<file path="src/rtl/move_rx_parser.sv">
// move_rx_parser: rebuilds the 22-bit move word {op, row, col} from the
// 7-byte ASCII move frame and presents it through a valid/ready register.
// Optional feature: define MOVE_RX_STATS_EN to add the saturating err_count.
module move_rx_parser #(
  parameter int unsigned WIDTH_COL = 10,
  parameter int unsigned WIDTH_ROW = 10
) (
  input  logic                           clk,
  input  logic                           rst_n,
  input  logic [7:0]                     rx_data,
  input  logic                           rx_valid,
  input  logic                           move_ready,
  output logic [WIDTH_ROW+WIDTH_COL+1:0] move_out,
  output logic                           move_valid,
  output logic                           frame_err,
`ifdef MOVE_RX_STATS_EN
  output logic                           overrun,
  output logic [7:0]                     err_count
`else
  output logic                           overrun
`endif
);

  typedef enum logic {RECV, DISCARD} state_t;

  state_t      state_q, state_d;
  logic [2:0]  pos_q, pos_d;
  logic [10:0] col_q, col_d;
  logic [9:0]  row_q, row_d;
  logic [1:0]  op_q, op_d;
  logic        nul2_q, nul2_d;

  logic [WIDTH_ROW+WIDTH_COL+1:0] move_out_q, move_out_d;
  logic        move_valid_q, move_valid_d;
  logic        frame_err_q, frame_err_d;
  logic        overrun_q, overrun_d;

  logic        done;
  logic        legal;
  logic        is_digit;
  logic        is_nul;
  logic [3:0]  digit_val;
  logic [5:0]  hi;
  logic [9:0]  row_x10;

  // Byte classification and frame-parsing FSM with incremental field build
  always_comb begin
    state_d   = state_q;
    pos_d     = pos_q;
    col_d     = col_q;
    row_d     = row_q;
    op_d      = op_q;
    nul2_d    = nul2_q;
    done      = 1'b0;
    frame_err_d = 1'b0;
    legal     = 1'b0;
    is_digit  = (rx_data >= 8'h30) && (rx_data <= 8'h39);
    is_nul    = (rx_data == 8'h00);
    digit_val = is_nul ? 4'd0 : rx_data[3:0];
    // '@'+hi for hi 1..39 leaves hi in the low six bits; NUL gives 0
    hi        = rx_data[5:0];
    row_x10   = {row_q[6:0], 3'b000} + {row_q[8:0], 1'b0};

    case (pos_q)
      3'd0:    legal = (rx_data >= 8'h40) && (rx_data <= 8'h59);
      3'd1:    legal = is_nul || ((rx_data >= 8'h41) && (rx_data <= 8'h67));
      3'd2:    legal = is_nul || is_digit;
      3'd3:    legal = is_digit || (is_nul && nul2_q);
      3'd4:    legal = is_digit;
      3'd5:    legal = (rx_data == 8'h2F) || (rx_data == 8'h5C) || (rx_data == 8'h2B);
      default: legal = 1'b0;
    endcase

    if (rx_valid) begin
      case (state_q)
        RECV: begin
          if (rx_data == 8'h0A) begin
            pos_d = '0;
            if (pos_q == 3'd6 && !col_q[10]) done = 1'b1;
            else                             frame_err_d = 1'b1;
          end else if (legal && pos_q != 3'd6) begin
            pos_d = pos_q + 3'd1;
            case (pos_q)
              3'd0: begin
                col_d  = {6'b0, rx_data[4:0]};
                row_d  = '0;
                nul2_d = 1'b0;
              end
              // col += 26*hi as 16*hi + 8*hi + 2*hi
              3'd1: col_d = col_q + {1'b0, hi, 4'b0} + {2'b0, hi, 3'b0} + {4'b0, hi, 1'b0};
              3'd2: begin
                nul2_d = is_nul;
                row_d  = {6'b0, digit_val};
              end
              3'd3, 3'd4: row_d = row_x10 + {6'b0, digit_val};
              3'd5: begin
                case (rx_data)
                  8'h5C:   op_d = 2'b01;
                  8'h2B:   op_d = 2'b10;
                  default: op_d = 2'b00;
                endcase
              end
              default: ;
            endcase
          end else begin
            state_d = DISCARD;
            pos_d   = '0;
          end
        end
        DISCARD: begin
          if (rx_data == 8'h0A) begin
            frame_err_d = 1'b1;
            state_d     = RECV;
            pos_d       = '0;
          end
        end
        default: state_d = RECV;
      endcase
    end
  end

  // Output holding register: load on completion unless an unconsumed move blocks it
  always_comb begin
    move_out_d   = move_out_q;
    move_valid_d = move_valid_q;
    overrun_d    = 1'b0;
    if (done) begin
      if (!move_valid_q || move_ready) begin
        move_out_d   = {op_q, row_q[WIDTH_ROW-1:0], col_q[WIDTH_COL-1:0]};
        move_valid_d = 1'b1;
      end else begin
        overrun_d = 1'b1;
      end
    end else if (move_valid_q && move_ready) begin
      move_valid_d = 1'b0;
    end
  end

  // State and output registers
  always_ff @(posedge clk or negedge rst_n) begin
    if (!rst_n) begin
      state_q      <= RECV;
      pos_q        <= '0;
      col_q        <= '0;
      row_q        <= '0;
      op_q         <= '0;
      nul2_q       <= 1'b0;
      move_out_q   <= '0;
      move_valid_q <= 1'b0;
      frame_err_q  <= 1'b0;
      overrun_q    <= 1'b0;
    end else begin
      state_q      <= state_d;
      pos_q        <= pos_d;
      col_q        <= col_d;
      row_q        <= row_d;
      op_q         <= op_d;
      nul2_q       <= nul2_d;
      move_out_q   <= move_out_d;
      move_valid_q <= move_valid_d;
      frame_err_q  <= frame_err_d;
      overrun_q    <= overrun_d;
    end
  end

  assign move_out   = move_out_q;
  assign move_valid = move_valid_q;
  assign frame_err  = frame_err_q;
  assign overrun    = overrun_q;

`ifdef MOVE_RX_STATS_EN
  logic [7:0] err_count_q, err_count_d;
  logic [8:0] err_sum;

  // Saturating count of rejected and dropped frames
  always_comb begin
    err_sum     = {1'b0, err_count_q} + {8'b0, frame_err_d} + {8'b0, overrun_d};
    err_count_d = err_sum[8] ? 8'hFF : err_sum[7:0];
  end

  // Error counter register
  always_ff @(posedge clk or negedge rst_n) begin
    if (!rst_n) err_count_q <= '0;
    else        err_count_q <= err_count_d;
  end

  assign err_count = err_count_q;
`endif

endmodule

</file>
<file path="config.mk">
export PLATFORM = sky130hd
export DESIGN_NAME = move_rx_parser
export DESIGN_NICKNAME = d
export VERILOG_FILES = /design/src/rtl/move_rx_parser.sv
export SDC_FILE = /design/constraint.sdc
export NUM_CORES = 1
export LEC_CHECK = 0
export ABC_CLOCK_PERIOD_IN_PS = 6200
export BUFFER_PORTS_ARGS = -buffer_cell sky130_fd_sc_hd__buf_2
export CAP_MARGIN = 20
export CORE_ASPECT_RATIO = 0.6
export CORE_MARGIN = 1.5
export CORE_UTILIZATION = 50
export DETAILED_ROUTE_END_ITERATION = 16
export PLACE_DENSITY = 0.69
export RECOVER_POWER = 25
export SYNTH_ARGS = -nofsm -noshare
export SYNTH_HDL_FRONTEND = slang
export SYNTH_SLANG_ARGS = --single-unit
export TNS_END_PERCENT = 30
</file>
<file path="constraint.sdc">
create_clock -name clk -period 6.2 [get_ports clk]
set_input_delay 0 -clock clk [delete_from_list [all_inputs] [get_ports clk]]
set_output_delay 0 -clock clk [all_outputs]
set_load 0.02 [all_outputs]
</file>
# Yosys cells after proc, flatten, opt, wreduce, memory -nomap -nowiden
# Index checks and enable logic that the tools add are counted.
# op_classes
multipliers	0
add_sub_neg	6
shifts	0
n_div	0
n_bitwise	2
reduce_logical	29
magnitude_cmp	6
n_eq_ne	13
mux	28
# ops
op	count
one-hot mux 10 bit (3 select lines)	1
one-hot mux 11 bit (2 select lines)	1
AND reduction 5 bit	4
equality test 8 x 6 -> 1 bit, second input constant	2
>= comparator 8 x 7 -> 1 bit, second input constant	2
<= comparator 8 x 7 -> 1 bit, second input constant	2
2-to-1 mux 1 bit	16
adder 11 x 10 -> 11 bit	1
adder 11 x 7 -> 11 bit	1
adder 11 x 9 -> 11 bit	1
adder 10 bit	1
adder 10 x 4 -> 10 bit	1
equality test 3 bit, second input constant	3
2-to-1 mux 3 bit	3
equality test 8 x 4 -> 1 bit, second input constant	1
equality test 8 x 7 -> 1 bit, second input constant	1
>= comparator 8 x 6 -> 1 bit, second input constant	1
<= comparator 8 x 6 -> 1 bit, second input constant	1
zero test 8 bit	1
logical AND 1 bit	7
equality test 3 x 2 -> 1 bit, second input constant	2
logical OR 1 bit	6
one-hot mux 1 bit (2 select lines)	3
one-hot mux 1 bit (6 select lines)	1
14 further kinds	21
# totals
latchBits	0
regBits	53
ramBits	0
word_cells	94
n_memories	0
input_bits	12
out_inout_bits	25
rom_bits	0

# Depth between registers and ports, before layout
# Gate-level depths: netlist (run 1).
# depth
ltp_word	8
ltp_mapped	14
ltp_nobuf	14

# Worst setup path before layout (run 1)
# No wires, ideal clock.
# synth_timing
kind	register to register
start	register col_q[3]
end	register col_q[10]
n_path_buf	0
setup_slack_ns	3.535
t_arrival_ns	2.578
path_stages_with_launch	12
setup_ns	0.087
required_ns	6.113
period_less_slack_ns	2.665
cell_sequence	dfrtp_1 fa_1 inv_1 fa_1 inv_1 ha_1 a21oi_1 o211ai_1 o41ai_1 xnor2_1 or3_1 o211ai_1
# synth_between
elab_chain_len	4
# synth_rtl
item	line_no	text
from (decl)	28	logic [10:0] col_q, col_d;
from (signal assigned)	155	col_q <= col_d;
adder 11 x 10 -> 11 bit	90	3'd1: col_d = col_q + {1'b0, hi, 4'b0} + {2'b0, hi, 3'b0} + {4'b0, hi, 1'b0};
adder 11 x 9 -> 11 bit	90	
adder 11 x 7 -> 11 bit	90	
one-hot mux 11 bit (2 select lines)	83	case (pos_q)
# Every way passes these cells.
# A chain may end at the register's enable or synchronous reset.

# Worst setup path in the final report (run 1)
# layout_timing
start	input rx_data[1]
end	register row_q[8]
# layout_between
elab_chain_len	6
word_cells_on_any_way	27
cone_classes	add/sub: 1; order compare: 6; eq/ne: 4; mux: 3; bitwise: 1; reduce/logical: 12
# layout_rtl
item	line_no	text
from (decl)	10	input logic [7:0] rx_data,
>= comparator 8 x 6 -> 1 bit, or another cell as far along	57	is_digit = (rx_data >= 8'h30) && (rx_data <= 8'h39);
logical AND 1 bit, or another cell as far along	57	
logical OR 1 bit (on tied branches)	--	
one-hot mux 1 bit (6 select lines)	64	case (pos_q)
logical AND 1 bit	81	end else if (legal && pos_q != 3'd6) begin
AND reduction 5 bit (no line)	--	
to (signal assigned)	156	row_q <= row_d;
to (decl)	29	logic [9:0] row_q, row_d;
# Several ways; a longest one is shown, not always the timed one.

==> metrics, run 1 <==
FP Rows 24; first-pass GRT wire length 13400 um; largest family of logic cells by synthesized area adder cells; fraction of registers with async set/reset 100%; Syn. warnings 0; Synth area leader dfrtp_1; Fin Clk Skew 0.00459 ns; Simple-Gate Fraction of Synth Area 11.2%; Tot GR Track Use 21.3%; CTS clk-pin slew, worst paths 0.07 ns; Synth Area in Compound Gates 10.2%; cts repair resizes 0; total global routing overflow 0; top cell type's share of synthesized area 34.4%; nets 475; outcome finished, violations left; Die H 71.0 um; die area 8250 sq um; highest clock rate 339 MHz; setup violators final 0; IO Count 37; crit start category input pin; chip width 116 um; vias 2744; leakage 2.12 nW; HPWL after DPL 6160 um; GP Congestion 0.921; worst relative slew slack -87.9%; vias per cell 5.40; Synth Net Count 435; period utilisation layout 47.6%; Area Growth Syn to Fin 10.7%; Avg WL per Cell 15.7 um; core area 7360 sq um; n_diodes 0; critical path's top delay family adder cells; post-synthesis cell type count 48; setup TNS 0 ns; WP data arrival 3.14 ns; Max Cap Viol 1; fraction of synthesized cell area in xor and xnor cells 2.50%; Period minus WS final 2.95 ns; TritonCTS Sinks 53; Req. time, crit path 6.39 ns; # port buffers 36; sequential cell area fraction in the yosys report 34.4%; violated checks max-capacitance violations, max-slew violations; share of post-route cells with drive strength above 1 16.8%; largest net degree at the start of global routing 54; vias in the first global route 2655; synthesized area 3850 sq um; Post-synth EDFFs 0; Primary FF master, synth dfrtp_1; synthesized flop and latch total 53; Root Driver clkbuf_16; slowest cell on the critical path fa_1; effective utilization at floorplan 52.3%; ANT nets after route 0; Power Total 0.000782 W; CTS buffer count 5; adder-cell area share of the yosys netlist 21.8%; drt first pass iters 4; CP Max Fanout 6; Power Dens Cells 184 nW/um^2; Setup CP Type in -> reg; synth top area cells dfrtp_1 34%, ha_1 16%, mux2_2 12%, fa_1 6.2%, inv_1 4.2%; worst skew pair latency 0.30 ns; multiplexer share of the synthesized area 14.0%; Worst Tran Pin Value 2.82 ns; H-tree level count 2; RSZ-0062 raised after global routing false; DR iter-0 viols 145; worst path cell trace buf_2, inv_1, ha_1, and3_1, nand2_1, nand2_1, fa_1, fa_1, nor2b_1, o21ai_0, a21oi_1, o21a_1, nor3_1, o32ai_1; Critical Path Max Stage Delay 0.47 ns; Worst Path Buf+Inv 2; Final Hold Viols 0; Slew Viols, Final 54; clk buf depth 2; DRT Wirelength 7980 um; Post-Syn Area per Cell 10.6 sq um; Hold Crit Class in -> reg; Gate Count Post-Synth 363; antenna violations before repair 0; DRC Markers 0; CP Capture Type flip-flop; Worst Hold Slack 0.00336 ns; Peak VDD IR 0.147 mV; CTS tree yes
-- worst paths after layout --
kind | start | endpoint | slack [ns] | depth (start not counted)
setup / recovery | rx_data[1] | row_q[8] | 3.25 | 14
hold / removal | move_ready | overrun | 0.003 | 3
setup reg to reg | pos_q[1] | nul2_q | 3.26 | 8
hold reg to reg | col_q[0] | col_q[0] | 0.50 | 1
max in group asynchronous | rst_n | move_out[0] | 3.36 | 3
min in group asynchronous | rst_n | move_out[3] | 1.23 | 3
-- stage by stage --
| stage | cell area (sq um) | std cells | setup slack, ns | util (%) |
|---|---|---|---|---|
| after floorplan | 3850 | 363 | 3.54 | - |
| after global placement | 4120 | 498 | 3.07 | 56.0 |
| after detailed placement | 4120 | 498 | 3.02 | 56.0 |
| after CTS | 4300 | 508 | 3.28 | 58.4 |
| after global routing | 4260 | 508 | 2.68 | 57.9 |
| final | 4260 | 508 | 3.25 | 57.9 |
-- worst min-delay path: cells and delay by family --
family | cells | cell delay, ns
simple gates | 2 | 0.19
buf+inv | 1 | 0.08
-- layer usage --
layer	up-vias	track usage, %	share of wire (%)
li1	1352	-	-
met1	1309	34.2	54
met3	8	4.97	5.5
met5	-	0	0
met2	75	28.2	39
met4	0	5.69	0.98
-- layout make-up --
class                   count  area [sq um]
multi-input cells         260          2300
inverters                  43           161
fillers                   642          3100
well taps                 104           130
repair buffers             40           180
clock inverters             1          5.00
clock buffers               7           153
flip-flops and latches     53          1330
-- flip-flops by register name, indices dropped and copies added, names as in the netlist, 2 cells and up --
register	cells
move_out	22
row_q	10
col_q	11
op_q	2
pos_q	3
-- kinds of logic (layout without fill, tap and decap cells) --
kind of cell	Yosys count	in the layout
AND/OR/NAND/NOR	85	85
adder cells (fa/ha/maj)	60	60
AO/OA/AOI/OAI	55	55
flip-flops	53	53
buffers and inverters	50	91
multiplexers	49	49
XOR/XNOR	11	11
-- synthesized netlist by cell type (2+ instances only) --
cell       instances
buf_6              4
xor2_1             5
o21ai_0           10
a21oi_1           11
o21a_1             3
a31oi_1            4
o2111ai_1          3
fa_1              12
o21bai_1           2
nand2_1           18
inv_1             43
xnor2_1            6
nand3_1           12
nor2_1            22
a21o_1             4
o32ai_1            2
mux2_2            40
mux2i_1            9
buf_2              3
nor3_1             8
o211ai_1           5
nor2b_1            4
ha_1              48
a2111oi_0          2
dfrtp_1           53
and3_1             4
nand2b_1           5
-- what timing repair did --
| action | 4_1_cts | 5_1_grt |
|---|---|---|
| hold endpoints to repair | 54 | 0 |
| setup endpoints to repair | 0 | 0 |
| setup buffers | 0 | 0 |
| hold buffers | 2 | 0 |
-- cells in the final DEF, fill, tap and decap left out, types with 3 or more instances in the layout --
cell type and n:
mux2i_1 9, a21o_1 4, nor2b_1 3, fa_1 12, o211ai_1 5, o21ai_0 10
dfrtp_1 53, nor2_1 22, buf_2 11, and3_1 4, o2111ai_1 3, clkbuf_16 5
inv_1 43, xnor2_1 6, nand2_1 18, xor2_1 5, nor3_1 8, clkbuf_1 26
mux2_2 40, nand3_1 12, ha_1 48, a21oi_1 11, nand2b_1 5, a31oi_1 4
o21a_1 3
-- power breakdown --
group | total (W) | switching, W | internal [W]
logic | 0.000134 | 0.0000804 | 0.0000533
registers | 0.000351 | 0.00000338 | 0.000348
clock network | 0.000298 | 0.000126 | 0.000171
total | 0.000782 | 0.000210 | 0.000572
(Power assumes the default switching activity.)
==> inputs of run 2 (changes only) <==
--- a/config.mk
+++ b/config.mk
@@ -5,14 +5,14 @@
 export SDC_FILE = /design/constraint.sdc
 export NUM_CORES = 1
 export LEC_CHECK = 0
-export ABC_CLOCK_PERIOD_IN_PS = 6200
+export ABC_CLOCK_PERIOD_IN_PS = 2450
 export BUFFER_PORTS_ARGS = -buffer_cell sky130_fd_sc_hd__buf_2
 export CAP_MARGIN = 20
 export CORE_ASPECT_RATIO = 0.6
 export CORE_MARGIN = 1.5
 export CORE_UTILIZATION = 50
 export DETAILED_ROUTE_END_ITERATION = 16
-export PLACE_DENSITY = 0.69
+export PLACE_DENSITY = 0.72
 export RECOVER_POWER = 25
 export SYNTH_ARGS = -nofsm -noshare
 export SYNTH_HDL_FRONTEND = slang
==> constraint.sdc (replaced) <==
create_clock -name clk -period 2.45 [get_ports clk]
set_input_delay 0 -clock clk [delete_from_list [all_inputs] [get_ports clk]]
set_output_delay 0 -clock clk [all_outputs]
set_load 0.02 [all_outputs]
==> run 2 against run 1 <==
Effect of this change: the flow finishes with violations (negative setup slack); global-route usage up 3.7 points; sequential share of layout area down 4.7 points; clock power up 130%; power rose to 2.6 times the previous value; sequential power rose to 2.5 times the previous value; via count up 12%; worst hold slack better by 0.19 ns; cell area up 18%; die area unchanged; routed wire length up 19%; non-clock buffer count up 72.
==> metrics, run 2 (synthesis results as in run 1) <==
outcome finished, violations left; violated checks negative setup slack; Req. time, crit path 2.63 ns; worst skew pair latency 0.30 ns; crit start category flip-flop; CP Max Fanout 2; Peak VDD IR 0.217 mV; H-tree level count 2; Worst Hold End row_q[2]; HPWL after DPL 7420 um; min-delay src rx_data[2]; Setup CP Type reg -> reg; FP Rows 24; Area Growth Syn to Fin 30.4%; commonest non-fill, non-tap cell in the layout buf_4; Critical Path Max Stage Delay 0.56 ns; vias in the first global route 3108; DRC Markers 0; TritonCTS Sinks 53; Max Cap Viol 0; setup TNS -0.950 ns; Tot GR Track Use 25.0%; nets 547; n_diodes 0; Fin Clk Skew 0.00768 ns; worst relative slew slack 6.23%; number of fill cells 587; IO Count 37; commonest cells after routing, fill and taps aside 73 x buf_4, 53 x dfrtp_1, 44 x ha_1, 39 x inv_1, 37 x mux2_2; CP Capture Type flip-flop; RSZ-0062 raised after global routing true; vias 3078; clk buf depth 2; number of cells on the worst hold path 4; chip width 116 um; worst r2r dst col_q[7]; max reg flops 22; largest net degree at the start of global routing 30; GP Congestion 0.937; R2R Setup Slk -0.27 ns; Placement Setup Slack -0.454 ns; Hold Crit Class in -> reg; Avg WL per Cell 16.4 um; CTS tree yes; worst path cell trace fa_2, ha_4, ha_4, fa_2, a21o_1, a21oi_2, buf_4, xnor2_2, nor2_1, mux2_2; vias per cell 5.31; Worst Tran Pin Value 1.41 ns; DRT Wirelength 9490 um; # port buffers 36; WP data arrival 2.90 ns; Power Dens Cells 410 nW/um^2; period utilisation layout 111%; setup violators final 6; leakage 2.59 nW; die area 8250 sq um; Period minus WS final 2.72 ns; Root Driver clkbuf_16; Die H 71.0 um; Final Cell Area 5020 sq um; effective utilization at floorplan 52.3%; Final Worst Setup Slack -0.272 ns; ANT nets after route 0; first-pass GRT wire length 15600 um; Worst Reg2Reg Path Length in Cells 10; Final Hold Viols 0; launch point of the worst reg-to-reg path col_q[3]; Worst Path Buf+Inv 1; share of post-route cells with drive strength above 1 39.3%; CTS clk-pin slew, worst paths 0.07 ns; critical path's top delay family adder cells; CTS buffer count 5; highest clock rate 367 MHz; slowest cell on the critical path fa_2; DR iter-0 viols 152; Slew Viols, Final 0; total global routing overflow 0; antenna violations before repair 0; Placed Area 4670 sq um; core area 7360 sq um; drt first pass iters 4
[run 2: how the worst max path moves through the flow]
stage,start,end,slack [ns],cells past startpoint
6_report,col_q[3],col_q[7],-0.27,10
5_1_grt,col_q[3],col_q[10],-0.35,11
4_1_cts,col_q[3],col_q[10],-0.32,11
3_5_place_dp,rx_data[1],col_q[10],-0.45,12
3_3_place_gp,rx_data[0],col_q[10],-0.36,12
2_1_floorplan,col_q[3],col_q[10],-0.16,11
[run 2: area by class of cell]
| type | instances | area [sq um] | share of cell area, % |
|---|---|---|---|
| multi-input combinational | 260 | 2500 | 49.7 |
| sequential | 53 | 1330 | 26.4 |
| timing repair buffer | 112 | 766 | 15.3 |
| inverter | 43 | 165 | 3.29 |
| clock buffer | 8 | 136 | 2.72 |
| tap | 104 | 130 | 2.59 |
[run 2: through the flow]
stage,hold slack (ns),power (W),std cells,utilization (%)
finish,0.198,0.00206,580,68.2
global route,0.240,0.00215,580,68.2
CTS,0.222,0.00205,576,66.7
detailed placement,0.0408,0.00132,563,63.5
global placement,0.0255,0.00131,563,63.5
floorplan,-0.296,0.00115,363,-
[run 2: report_power, final]
group	internal (W)	switching, W
combinational	0.000227	0.000254
sequential	0.000880	0.00000567
clock	0.000381	0.000310
[run 2: repair_timing]
action | 4_1_cts | 5_1_grt
gates resized for setup | 13 | 18
buffers inserted | 2 | 4
cloned | 0 | 0
pin swaps | 18 | 8
endpoints found under the hold margin | 26 | 0
endpoints found under the setup margin | 10 | 22
hold buffers | 3 | 0
[run 2: worst register-to-register path, stage by stage (launching register included)]
cell	delay [ns]
dfrtp_1	0.40
fa_2	0.56
ha_4	0.21
ha_4	0.16
fa_2	0.40
a21o_1	0.18
a21oi_2	0.16
buf_4	0.14
xnor2_2	0.09
nor2_1	0.04
mux2_2	0.25
[run 2: per-layer routing]
| layer | up-vias | routed length, um | track usage [%] |
|---|---|---|---|
| met1 | 1472 | 4720 | 37.1 |
| met3 | 18 | 690 | 7.20 |
| met5 | - | 0 | 0 |
| met2 | 89 | 3950 | 35.9 |
| li1 | 1499 | - | - |
| met4 | 0 | 136 | 6.10 |
